## src/rtl/multicycle_ctrl.sv

```systemverilog
// multicycle_ctrl
// Main control FSM for a multicycle RISC-V style core (lw, sw, R-type,
// I-type ALU, beq, jal). An undecodable opcode parks the FSM in TRAP until
// reset.
//
// Ports
//   clk           sole clock, rising edge
//   rst           asynchronous active-low reset
//   op/funct3/funct7b5  fields of the registered instruction
//   Zero          ALU zero flag (branch resolution)
//   mem_ready     memory completes the current access this cycle
//   mem_req       memory access requested
//   PCWrite, AdrSrc, MemWrite, IRWrite, RegWrite   datapath enables/selects
//   ResultSrc, ALUSrcA, ALUSrcB, ImmSrc            datapath mux selects
//   ALUControl    000 add, 001 sub, 010 and, 011 or, 101 slt
//   instr_retired one-cycle pulse in the final cycle of each instruction
//   halted        high while parked in TRAP
module multicycle_ctrl (
    input  logic       clk,
    input  logic       rst,
    input  logic [6:0] op,
    input  logic [2:0] funct3,
    input  logic       funct7b5,
    input  logic       Zero,
    input  logic       mem_ready,
    output logic       mem_req,
    output logic       PCWrite,
    output logic       AdrSrc,
    output logic       MemWrite,
    output logic       IRWrite,
    output logic       RegWrite,
    output logic [1:0] ResultSrc,
    output logic [1:0] ALUSrcA,
    output logic [1:0] ALUSrcB,
    output logic [1:0] ImmSrc,
    output logic [2:0] ALUControl,
    output logic       instr_retired,
    output logic       halted
);

    localparam logic [3:0] S_FETCH    = 4'd0;
    localparam logic [3:0] S_DECODE   = 4'd1;
    localparam logic [3:0] S_MEMADR   = 4'd2;
    localparam logic [3:0] S_MEMREAD  = 4'd3;
    localparam logic [3:0] S_MEMWB    = 4'd4;
    localparam logic [3:0] S_MEMWRITE = 4'd5;
    localparam logic [3:0] S_EXECR    = 4'd6;
    localparam logic [3:0] S_EXECI    = 4'd7;
    localparam logic [3:0] S_ALUWB    = 4'd8;
    localparam logic [3:0] S_BEQ      = 4'd9;
    localparam logic [3:0] S_JAL      = 4'd10;
    localparam logic [3:0] S_TRAP     = 4'd11;

    localparam logic [6:0] OP_LW   = 7'b0000011;
    localparam logic [6:0] OP_SW   = 7'b0100011;
    localparam logic [6:0] OP_R    = 7'b0110011;
    localparam logic [6:0] OP_I    = 7'b0010011;
    localparam logic [6:0] OP_BEQ  = 7'b1100011;
    localparam logic [6:0] OP_JAL  = 7'b1101111;

    localparam logic [1:0] ALUOP_ADD   = 2'd0;
    localparam logic [1:0] ALUOP_SUB   = 2'd1;
    localparam logic [1:0] ALUOP_FUNCT = 2'd2;

    localparam logic [2:0] ALU_ADD = 3'b000;
    localparam logic [2:0] ALU_SUB = 3'b001;
    localparam logic [2:0] ALU_AND = 3'b010;
    localparam logic [2:0] ALU_OR  = 3'b011;
    localparam logic [2:0] ALU_SLT = 3'b101;

    logic [3:0] state_q, state_d;
    logic [1:0] aluop;
    logic       pcw_raw, irw_raw, rw_raw, mw_raw, ret_raw;

    always_ff @(posedge clk or negedge rst) begin
        if (!rst) state_q <= S_FETCH;
        else      state_q <= state_d;
    end

    // Next-state logic
    always_comb begin
        state_d = state_q;
        case (state_q)
            S_FETCH:    if (mem_ready) state_d = S_DECODE;
            S_DECODE: begin
                case (op)
                    OP_LW, OP_SW: state_d = S_MEMADR;
                    OP_R:         state_d = S_EXECR;
                    OP_I:         state_d = S_EXECI;
                    OP_BEQ:       state_d = S_BEQ;
                    OP_JAL:       state_d = S_JAL;
                    default:      state_d = S_TRAP;
                endcase
            end
            S_MEMADR:   state_d = (op == OP_LW) ? S_MEMREAD : S_MEMWRITE;
            S_MEMREAD:  if (mem_ready) state_d = S_MEMWB;
            S_MEMWB:    state_d = S_FETCH;
            S_MEMWRITE: if (mem_ready) state_d = S_FETCH;
            S_EXECR,
            S_EXECI:    state_d = S_ALUWB;
            S_ALUWB:    state_d = S_FETCH;
            S_BEQ:      state_d = S_FETCH;
            S_JAL:      state_d = S_ALUWB;
            S_TRAP:     state_d = S_TRAP;
            default:    state_d = S_TRAP;
        endcase
    end

    // Per-state outputs; anything not assigned in a state stays 0
    always_comb begin
        mem_req   = 1'b0;
        AdrSrc    = 1'b0;
        ResultSrc = 2'b00;
        ALUSrcA   = 2'b00;
        ALUSrcB   = 2'b00;
        aluop     = ALUOP_ADD;
        pcw_raw   = 1'b0;
        irw_raw   = 1'b0;
        rw_raw    = 1'b0;
        mw_raw    = 1'b0;
        ret_raw   = 1'b0;
        case (state_q)
            S_FETCH: begin
                mem_req   = 1'b1;
                ALUSrcB   = 2'b10;
                ResultSrc = 2'b10;
                irw_raw   = mem_ready;
                pcw_raw   = mem_ready;
            end
            S_DECODE: begin
                ALUSrcA = 2'b01;
                ALUSrcB = 2'b01;
            end
            S_MEMADR: begin
                ALUSrcA = 2'b10;
                ALUSrcB = 2'b01;
            end
            S_MEMREAD: begin
                mem_req = 1'b1;
                AdrSrc  = 1'b1;
            end
            S_MEMWB: begin
                ResultSrc = 2'b01;
                rw_raw    = 1'b1;
                ret_raw   = 1'b1;
            end
            S_MEMWRITE: begin
                mem_req = 1'b1;
                AdrSrc  = 1'b1;
                mw_raw  = 1'b1;
                // store retires in the cycle memory accepts it
                ret_raw = mem_ready;
            end
            S_EXECR: begin
                ALUSrcA = 2'b10;
                aluop   = ALUOP_FUNCT;
            end
            S_EXECI: begin
                ALUSrcA = 2'b10;
                ALUSrcB = 2'b01;
                aluop   = ALUOP_FUNCT;
            end
            S_ALUWB: begin
                rw_raw  = 1'b1;
                ret_raw = 1'b1;
            end
            S_BEQ: begin
                ALUSrcA = 2'b10;
                aluop   = ALUOP_SUB;
                pcw_raw = Zero;
                ret_raw = 1'b1;
            end
            S_JAL: begin
                ALUSrcA = 2'b01;
                ALUSrcB = 2'b10;
                pcw_raw = 1'b1;
            end
            default: ;
        endcase
    end

    // While reset is held the state already reads FETCH, but FETCH drives
    // IRWrite/PCWrite from mem_ready; gate enables so nothing commits.
    assign PCWrite       = rst & pcw_raw;
    assign IRWrite       = rst & irw_raw;
    assign RegWrite      = rst & rw_raw;
    assign MemWrite      = rst & mw_raw;
    assign instr_retired = rst & ret_raw;
    assign halted        = rst & (state_q == S_TRAP);

    // ALU decode
    always_comb begin
        ALUControl = ALU_ADD;
        case (aluop)
            ALUOP_SUB:   ALUControl = ALU_SUB;
            ALUOP_FUNCT: begin
                case (funct3)
                    3'b000:  ALUControl = (funct7b5 & op[5]) ? ALU_SUB : ALU_ADD;
                    3'b010:  ALUControl = ALU_SLT;
                    3'b110:  ALUControl = ALU_OR;
                    3'b111:  ALUControl = ALU_AND;
                    default: ALUControl = ALU_ADD;
                endcase
            end
            default:     ALUControl = ALU_ADD;
        endcase
    end

    // Immediate format from opcode; TRAP keeps every output other than
    // halted at 0.
    always_comb begin
        ImmSrc = 2'b00;
        if (state_q != S_TRAP) begin
            case (op)
                OP_SW:   ImmSrc = 2'b01;
                OP_BEQ:  ImmSrc = 2'b10;
                OP_JAL:  ImmSrc = 2'b11;
                default: ImmSrc = 2'b00;
            endcase
        end
    end

endmodule
```

## config.mk

```make
export PLATFORM = sky130hd
export DESIGN_NAME = multicycle_ctrl
export DESIGN_NICKNAME = d
export VERILOG_FILES = /design/src/rtl/multicycle_ctrl.sv
export SDC_FILE = /design/constraint.sdc
export NUM_CORES = 1
export LEC_CHECK = 0
export ABC_AREA = 1
export BUFFER_PORTS_ARGS = -buffer_cell sky130_fd_sc_hd__buf_2
export CELL_PAD_IN_SITES_DETAIL_PLACEMENT = 0
export CELL_PAD_IN_SITES_GLOBAL_PLACEMENT = 2
export CORE_UTILIZATION = 20
export CTS_CLUSTER_SIZE = 24
export DETAILED_ROUTE_END_ITERATION = 10
export MAX_ROUTING_LAYER = met4
export PLACE_DENSITY = 0.9
export SYNTH_ARGS = -nofsm -noshare
export SYNTH_HDL_FRONTEND = slang
export SYNTH_SLANG_ARGS = --single-unit
```

## constraint.sdc

```tcl
create_clock -name clk -period 2.1 [get_ports clk]
set_input_delay 0.105 -clock clk [delete_from_list [all_inputs] [get_ports clk]]
set_output_delay 0.105 -clock clk [all_outputs]
set_load 0.01 [all_outputs]
```

==> results of run 1 <==
-- synthesized netlist by cell type --
library cell / count / area [sq um]
nand3_1: 8 / 40.0
a21oi_1: 7 / 35.0
dfrtp_1: 4 / 100
nand4_1: 1 / 6.26
inv_1: 22 / 82.6
ha_1: 2 / 25.0
nor2_2: 1 / 6.26
o211ai_1: 1 / 7.51
nor2_1: 17 / 63.8
nor2_4: 1 / 11.3
a31oi_1: 1 / 6.26
nor3_1: 5 / 25.0
o2111ai_1: 2 / 17.5
o21ai_1: 1 / 5.00
a211oi_1: 1 / 7.51
nand2_1: 27 / 101
nand3_2: 1 / 10.0
o21ai_0: 4 / 20.0
-- how the worst max path moves through the flow --
stage / start / slack (ns) / endpoint
2_1_floorplan: state_q[2]$_DFFE_PN0P_ / 0.62 / ALUControl[1]
3_3_place_gp: state_q[2]$_DFFE_PN0P_ / 0.45 / ALUControl[1]
3_5_place_dp: state_q[2]$_DFFE_PN0P_ / 0.46 / ALUControl[1]
4_1_cts: state_q[2]$_DFFE_PN0P_ / 0.20 / ALUControl[1]
5_1_grt: state_q[2]$_DFFE_PN0P_ / 0.07 / ALUControl[1]
6_report: state_q[2]$_DFFE_PN0P_ / 0.23 / ALUControl[1]
-- area by class of cell --
cell class | count | area, sq um | area share [%]
Multi-Input combinational cell | 80 | 388 | 48.1
Tap cell | 31 | 38.8 | 4.81
Timing Repair Buffer | 34 | 175 | 21.7
Clock buffer | 3 | 22.5 | 2.79
Inverter | 22 | 82.6 | 10.2
Sequential cell | 4 | 100 | 12.4
-- kinds of logic (layout without fill, tap and decap cells) --
logic type,count (synthesis),count (layout),synth area share [%]
adders and majority gates,2,2,4.39
DFF,4,4,17.5
and+or+nand+nor,61,61,46.3
buffers and inverters,22,59,14.5
AOI/OAI and AO/OA,17,17,17.3
-- what timing repair did --
action	in CTS	in global routing
hold buffers	1	0
buffers inserted	0	0
hold endpoints to repair	4	0
-- routing by layer --
layer | vias to the layer above | wire (um) | GRT usage [%]
met3 | 4 | 138 | 3.51
met2 | 29 | 799 | 18.6
met1 | 347 | 774 | 14.9
li1 | 416 | - | -
met5 | - | 0 | -
met4 | 0 | 30 | 5.36
-- per-stage QoR --
stage	util (%)	hold slack (ns)	power (uW)	setup WS, ns
finish	29.5	0.174	208	0.229
detailed placement	28.3	-0.0811	114	0.459
CTS	29.5	0.175	212	0.203
floorplan	-	-0.191	91.9	0.617
global placement	28.3	-0.0816	114	0.446
global route	29.5	0.204	219	0.0720
-- report_power, final --
part | switching [uW] | total [uW] | internal, uW
clock | 29.9 | 93.7 | 63.8
sequential | 0 | 77.5 | 77.5
combinational | 20.7 | 36.3 | 15.7
total | 50.6 | 208 | 157
-- worst register-to-register path: cells and delay by family, from the launching register on --
kind | cells | cell delay, ns
AND/OR/NAND/NOR | 2 | 0.26
AO/OA/AOI/OAI | 3 | 0.51
buffers and inverters | 1 | 0.07
flip-flops | 1 | 0.41
==> summary.md, run 1 <==
| Metric | Value |
|---|---|
| Most common cell after layout, fill and taps aside | buf_2 |
| FILL cells | between 300 and 400 |
| Critical Path Max Stage Delay | between 0.3 and 0.4 ns |
| H-tree depth | 1 |
| CP required | ~2.0 ns |
| Top-level I/O count | 34 |
| Final global-route overflow total | 0 |
| Syn Nets | about 120 |
| Fin cells | 174 |
| Largest net degree at the start of global routing | 7 |
| Num CTS Buffers | 3 |
| Status | complete, no violations |
| WL/cell | 10.0 um |
| Worst vdd ir | 0.000156 V |
| Worst Setup End Kind | output pin |
| Most frequent cells in the layout | buf_2, nand2_1, inv_1 |
| Max FFs per register | 4 |
| Initial Util | about a fifth |
| Mapped cell area | ~570 sq um |
| Yosys reg bits | 4 |
| Routability cong. | 0.904 |
| R2r startpoint | state_q[0]$_DFFE_PN0P_ |
| Hold path depth | 2 |
| Dpl cell area | between 700 and 800 sq um |
| Critical path, cell by cell | inv_1 > nand2_1 > inv_1 > nand2_1 > ha_1 > nor3_1 > buf_2 |
| Hold path start | mem_ready |
| Leading registers by flop count | state_q: 4 flops |
| Rel. slew slack | roughly three quarters |
| Worst Path Arrival | roughly 1.8 ns |
| Top cell family by delay on the critical path | buffers and inverters |
| Clock skew | about 0.0014 ns |
| Cells after Synth | roughly 110 |
| Leak Pwr | between 0.0005 and 0.0006 uW |
| Pins Over Slew Limit | 0 |
| Clock Sink Count | 4 |
| Most flop-heavy register | state_q |
| Area Overhead vs Synth | 41.4% |
| Vias per std cell | 4.57 |
| Nets@finish | between 150 and 200 |
| Number of global-route vias before repair | approximately 770 |
| Clk buf depth | 2 |
| Initial antenna violation count | 0 |
| First-pass GRT wire length | 2990 um |
| Placed insts | 170 |
| Fin crit share | roughly 89% |
| CTS tree | built |
| IO Port Bufs | 33 |
| Post-CTS Resized | 0 |
| Pre-antenna DRT Iters | 4 |
| Die ar. | a little over 3000 sq um |
| DR iter-0 viols | 18 |
| Netlist cell types | 18 |
| CP Max Fanout | 4 |
| Detail Placement HPWL | 1570 um |
| Crit path depth | 7 |
| Root Driver | clkbuf_4 |
| Final setup viols | 0 |
| Placement Rows | 19 |
| Max_cap viols | 0 |
| Share of cells above drive strength 1 | 27.3% |
| Syn Area/Cell | between 5 and 6 sq um |
| # diodes | 0 |
| Setup CP Type | register to output pin |
| Fmax | between 0.5 and 0.6 GHz |
| Die H | 55.4 um |
| Hold Path Class | primary input to register |
| CP Launch Type | register |
| Worst-Margin Slew | 0.349 ns |
| Final ANT Viol Nets | 0 |
| Cells on worst reg2reg path | 6 |
| Final Hold Fails | 0 |
| Worst Path Buf+Inv | 3 |
| Hold Path End | state_q[1]$_DFFE_PN0P_ |
| Worst path slowest cell | dfrtp_1 |
| Slack of the worst reg-to-reg path | 0.73 ns |
| Vias | 796 |
| All-Layer GR Usage | between 10 and 15% |
| Core area | ~2700 sq um |
| TNS Setup | 0 ns |
| Power per cell area | ~260 nW/um^2 |
| Yosys warns | 0 |
| RSZ-0062 raised after global routing | no |
| Die width | approximately 55 um |
| Post-synthesis sequential area ratio | 17.5% |
| Reg2Reg Capture Point | state_q[0]$_DFFE_PN0P_ |
| Worst-skew pair later-pin latency | 0.23 ns |
| DRC | 0 |
| Cell area after layout | slightly above 800 sq um |
| Worst-path clk slew | ~0.04 ns |
| Post-Route WL | approximately 1700 um |
| Tmin final | between 1.5 and 2 ns |
Power figures use the tool's default switching activity.
==> run 2: changes to the inputs <==
--- a/config.mk
+++ b/config.mk
@@ -10,6 +10,7 @@
 export CELL_PAD_IN_SITES_DETAIL_PLACEMENT = 0
 export CELL_PAD_IN_SITES_GLOBAL_PLACEMENT = 2
 export CORE_UTILIZATION = 20
+export CTS_BUF_LIST = sky130_fd_sc_hd__clkbuf_8 sky130_fd_sc_hd__clkbuf_16
 export CTS_CLUSTER_SIZE = 24
 export DETAILED_ROUTE_END_ITERATION = 10
 export MAX_ROUTING_LAYER = met4
==> summary.md, run 2 (synthesis results as in run 1) <==
| Metric | Value |
|---|---|
| Final global-route overflow total | 0 (unchanged) |
| Most frequent cells in the layout | buf_2, nand2_1, inv_1 |
| Rel. slew slack | 76.5% (about the same) |
| Worst-skew pair later-pin latency | 0.21 ns (-0.02 ns) |
| FILL cells | 307 (-0.32%) |
| Status | complete, no violations |
| Hold path depth | 2 (unchanged) |
| CP required | 2.00 ns (about the same) |
| Nets@finish | 162 (unchanged) |
| Max_cap viols | 0 (unchanged) |
| Final setup viols | 0 (unchanged) |
| Fin cells | 174 (unchanged) |
| Worst-Margin Slew | 0.349 ns (+0.00000405 ns) |
| Most common cell after layout, fill and taps aside | buf_2 |
| Die ar. | 3070 sq um (unchanged) |
| Pins Over Slew Limit | 0 (unchanged) |
| Placement Rows | 19 (unchanged) |
| Root Driver | clkbuf_8 |
| Post-Route WL | 1750 um (+0.52%) |
| Hold Path End | state_q[1]$_DFFE_PN0P_ |
| DR iter-0 viols | 16 (-2) |
| Setup CP Type | register to output pin |
| Share of cells above drive strength 1 | 27.3% (unchanged) |
| Hold path start | mem_ready |
| Placed insts | 170 (unchanged) |
| WL/cell | 10.1 um (+0.52%) |
| Vias | 796 (unchanged) |
| Cells on worst reg2reg path | 6 (unchanged) |
| First-pass GRT wire length | 3020 um (+0.94%) |
| Area Overhead vs Synth | 44.7% |
| Fin crit share | 88.2% (-0.91 points) |
| Max FFs per register | 4 (unchanged) |
| IO Port Bufs | 33 (unchanged) |
| Routability cong. | 0.904 (unchanged) |
| Initial Util | 20.9% (unchanged) |
| Leading registers by flop count | state_q: 4 flops |
| # diodes | 0 (unchanged) |
| Clk buf depth | 2 (unchanged) |
| Die H | 55.4 um (unchanged) |
| Tmin final | 1.85 ns (-0.0191 ns) |
| Final Hold Fails | 0 (unchanged) |
| Worst vdd ir | 0.000218 V (+39%) |
| Fmax | 0.540 GHz (+1.0%) |
| Worst-path clk slew | 0.03 ns (about the same) |
| Detail Placement HPWL | 1570 um (unchanged) |
| Largest net degree at the start of global routing | 7 (unchanged) |
| Top-level I/O count | 34 (unchanged) |
| Worst Setup Slack, final | 0.248 ns (+0.0191 ns) |
| Core area | 2730 sq um (unchanged) |
| TNS Setup | 0 ns (unchanged) |
| H-tree depth | 1 (unchanged) |
| All-Layer GR Usage | 12.4% (+0.20 points) |
| Num CTS Buffers | 3 (unchanged) |
| CP Max Fanout | 4 (unchanged) |
| Die width | 55.4 um (unchanged) |
| Worst Path Arrival | 1.75 ns (-0.02 ns) |
| Most flop-heavy register | state_q |
| Clock skew | 0.00110 ns (-0.000283 ns) |
| Vias per std cell | 4.57 (unchanged) |
| Leak Pwr | 0.000513 uW (+1.5%) |
| Clock Sink Count | 4 (unchanged) |
| Number of global-route vias before repair | 771 (+0.65%) |
| Slack of the worst reg-to-reg path | 0.73 ns (about the same) |
| R2r startpoint | state_q[0]$_DFFE_PN0P_ |
| Reg2Reg Capture Point | state_q[0]$_DFFE_PN0P_ |
| CP Launch Type | register |
| Hold Path Class | primary input to register |
| CTS tree | built |
| Setup WS pre-CTS | 0.459 ns (unchanged) |
| Power per cell area | 331 nW/um^2 (+29%) |
| Pre-antenna DRT Iters | 4 (unchanged) |
| RSZ-0062 raised after global routing | no |
| Post-CTS Setup Inserts | 0 (unchanged) |
| DRC | 0 (unchanged) |
| Worst Setup End Kind | output pin |
| Final ANT Viol Nets | 0 (unchanged) |
| Initial antenna violation count | 0 (unchanged) |
-- run 2: cell count changes in the layout (fill, tap and decap cells not counted) --
| cell | previous run | this run |
|---|---|---|
| clkbuf_4 | 3 | 0 |
| clkbuf_8 | 0 | 3 |
-- run 2: worst max-delay path by stage --
stage               slack [ns]             to  depth (start not counted)              startpoint
floorplan                 0.62  ALUControl[1]                          6  state_q[2]$_DFFE_PN0P_
global placement          0.45  ALUControl[1]                          7  state_q[2]$_DFFE_PN0P_
detailed placement        0.46  ALUControl[1]                          7  state_q[2]$_DFFE_PN0P_
CTS                       0.23  ALUControl[1]                          7  state_q[2]$_DFFE_PN0P_
global route              0.09  ALUControl[1]                          7  state_q[2]$_DFFE_PN0P_
finish                    0.25  ALUControl[1]                          7  state_q[2]$_DFFE_PN0P_
-- run 2: layout make-up --
| cell class | count | area [sq um] | share of cell area, % |
|---|---|---|---|
| multi-input combinational | 80 | 388 | 47.0 |
| timing repair buffer | 34 | 175 | 21.2 |
| sequential | 4 | 100 | 12.1 |
| inverter | 22 | 82.6 | 10.0 |
| clock buffer | 3 | 41.3 | 5.00 |
| tap | 31 | 38.8 | 4.70 |
-- run 2: worst max-delay path, stage by stage, from the launching register on --
cell,delay [ns]
dfrtp_1,0.39
inv_1,0.14
nand2_1,0.11
inv_1,0.11
nand2_1,0.11
ha_1,0.33
nor3_1,0.18
buf_2,0.16
-- run 2: per-layer routing --
metal | GRT usage (%) | wire length, um
met4 | 5.36 | 30
met5 | - | 0
met2 | 18.6 | 800
met3 | 4.22 | 139
met1 | 15.1 | 781
-- run 2: what timing repair did --
action / CTS / global route
endpoints found under the setup margin: 0 / 0
gates resized for setup: 0 / 0
hold buffers: 1 / 0
endpoints found under the hold margin: 4 / 0
-- run 2: metrics by stage --
step                      power, uW  instance area, sq um  hold WS [ns]  utilization, %
final                           273                   826         0.193            30.2
after global routing            288                   826         0.221            30.2
after CTS                       277                   826         0.197            30.2
after detailed placement        114                   774       -0.0811            28.3
after global placement          114                   774       -0.0816            28.3
after floorplan                91.9                   571        -0.191               -
-- run 2: power breakdown --
group | switching (uW) | internal (uW) | leakage (uW) | total, uW
sequential | 0 | 77.7 | 0.0000402 | 77.7
combinational | 20.7 | 15.7 | 0.000451 | 36.3
clock | 37.3 | 122 | 0.0000216 | 159
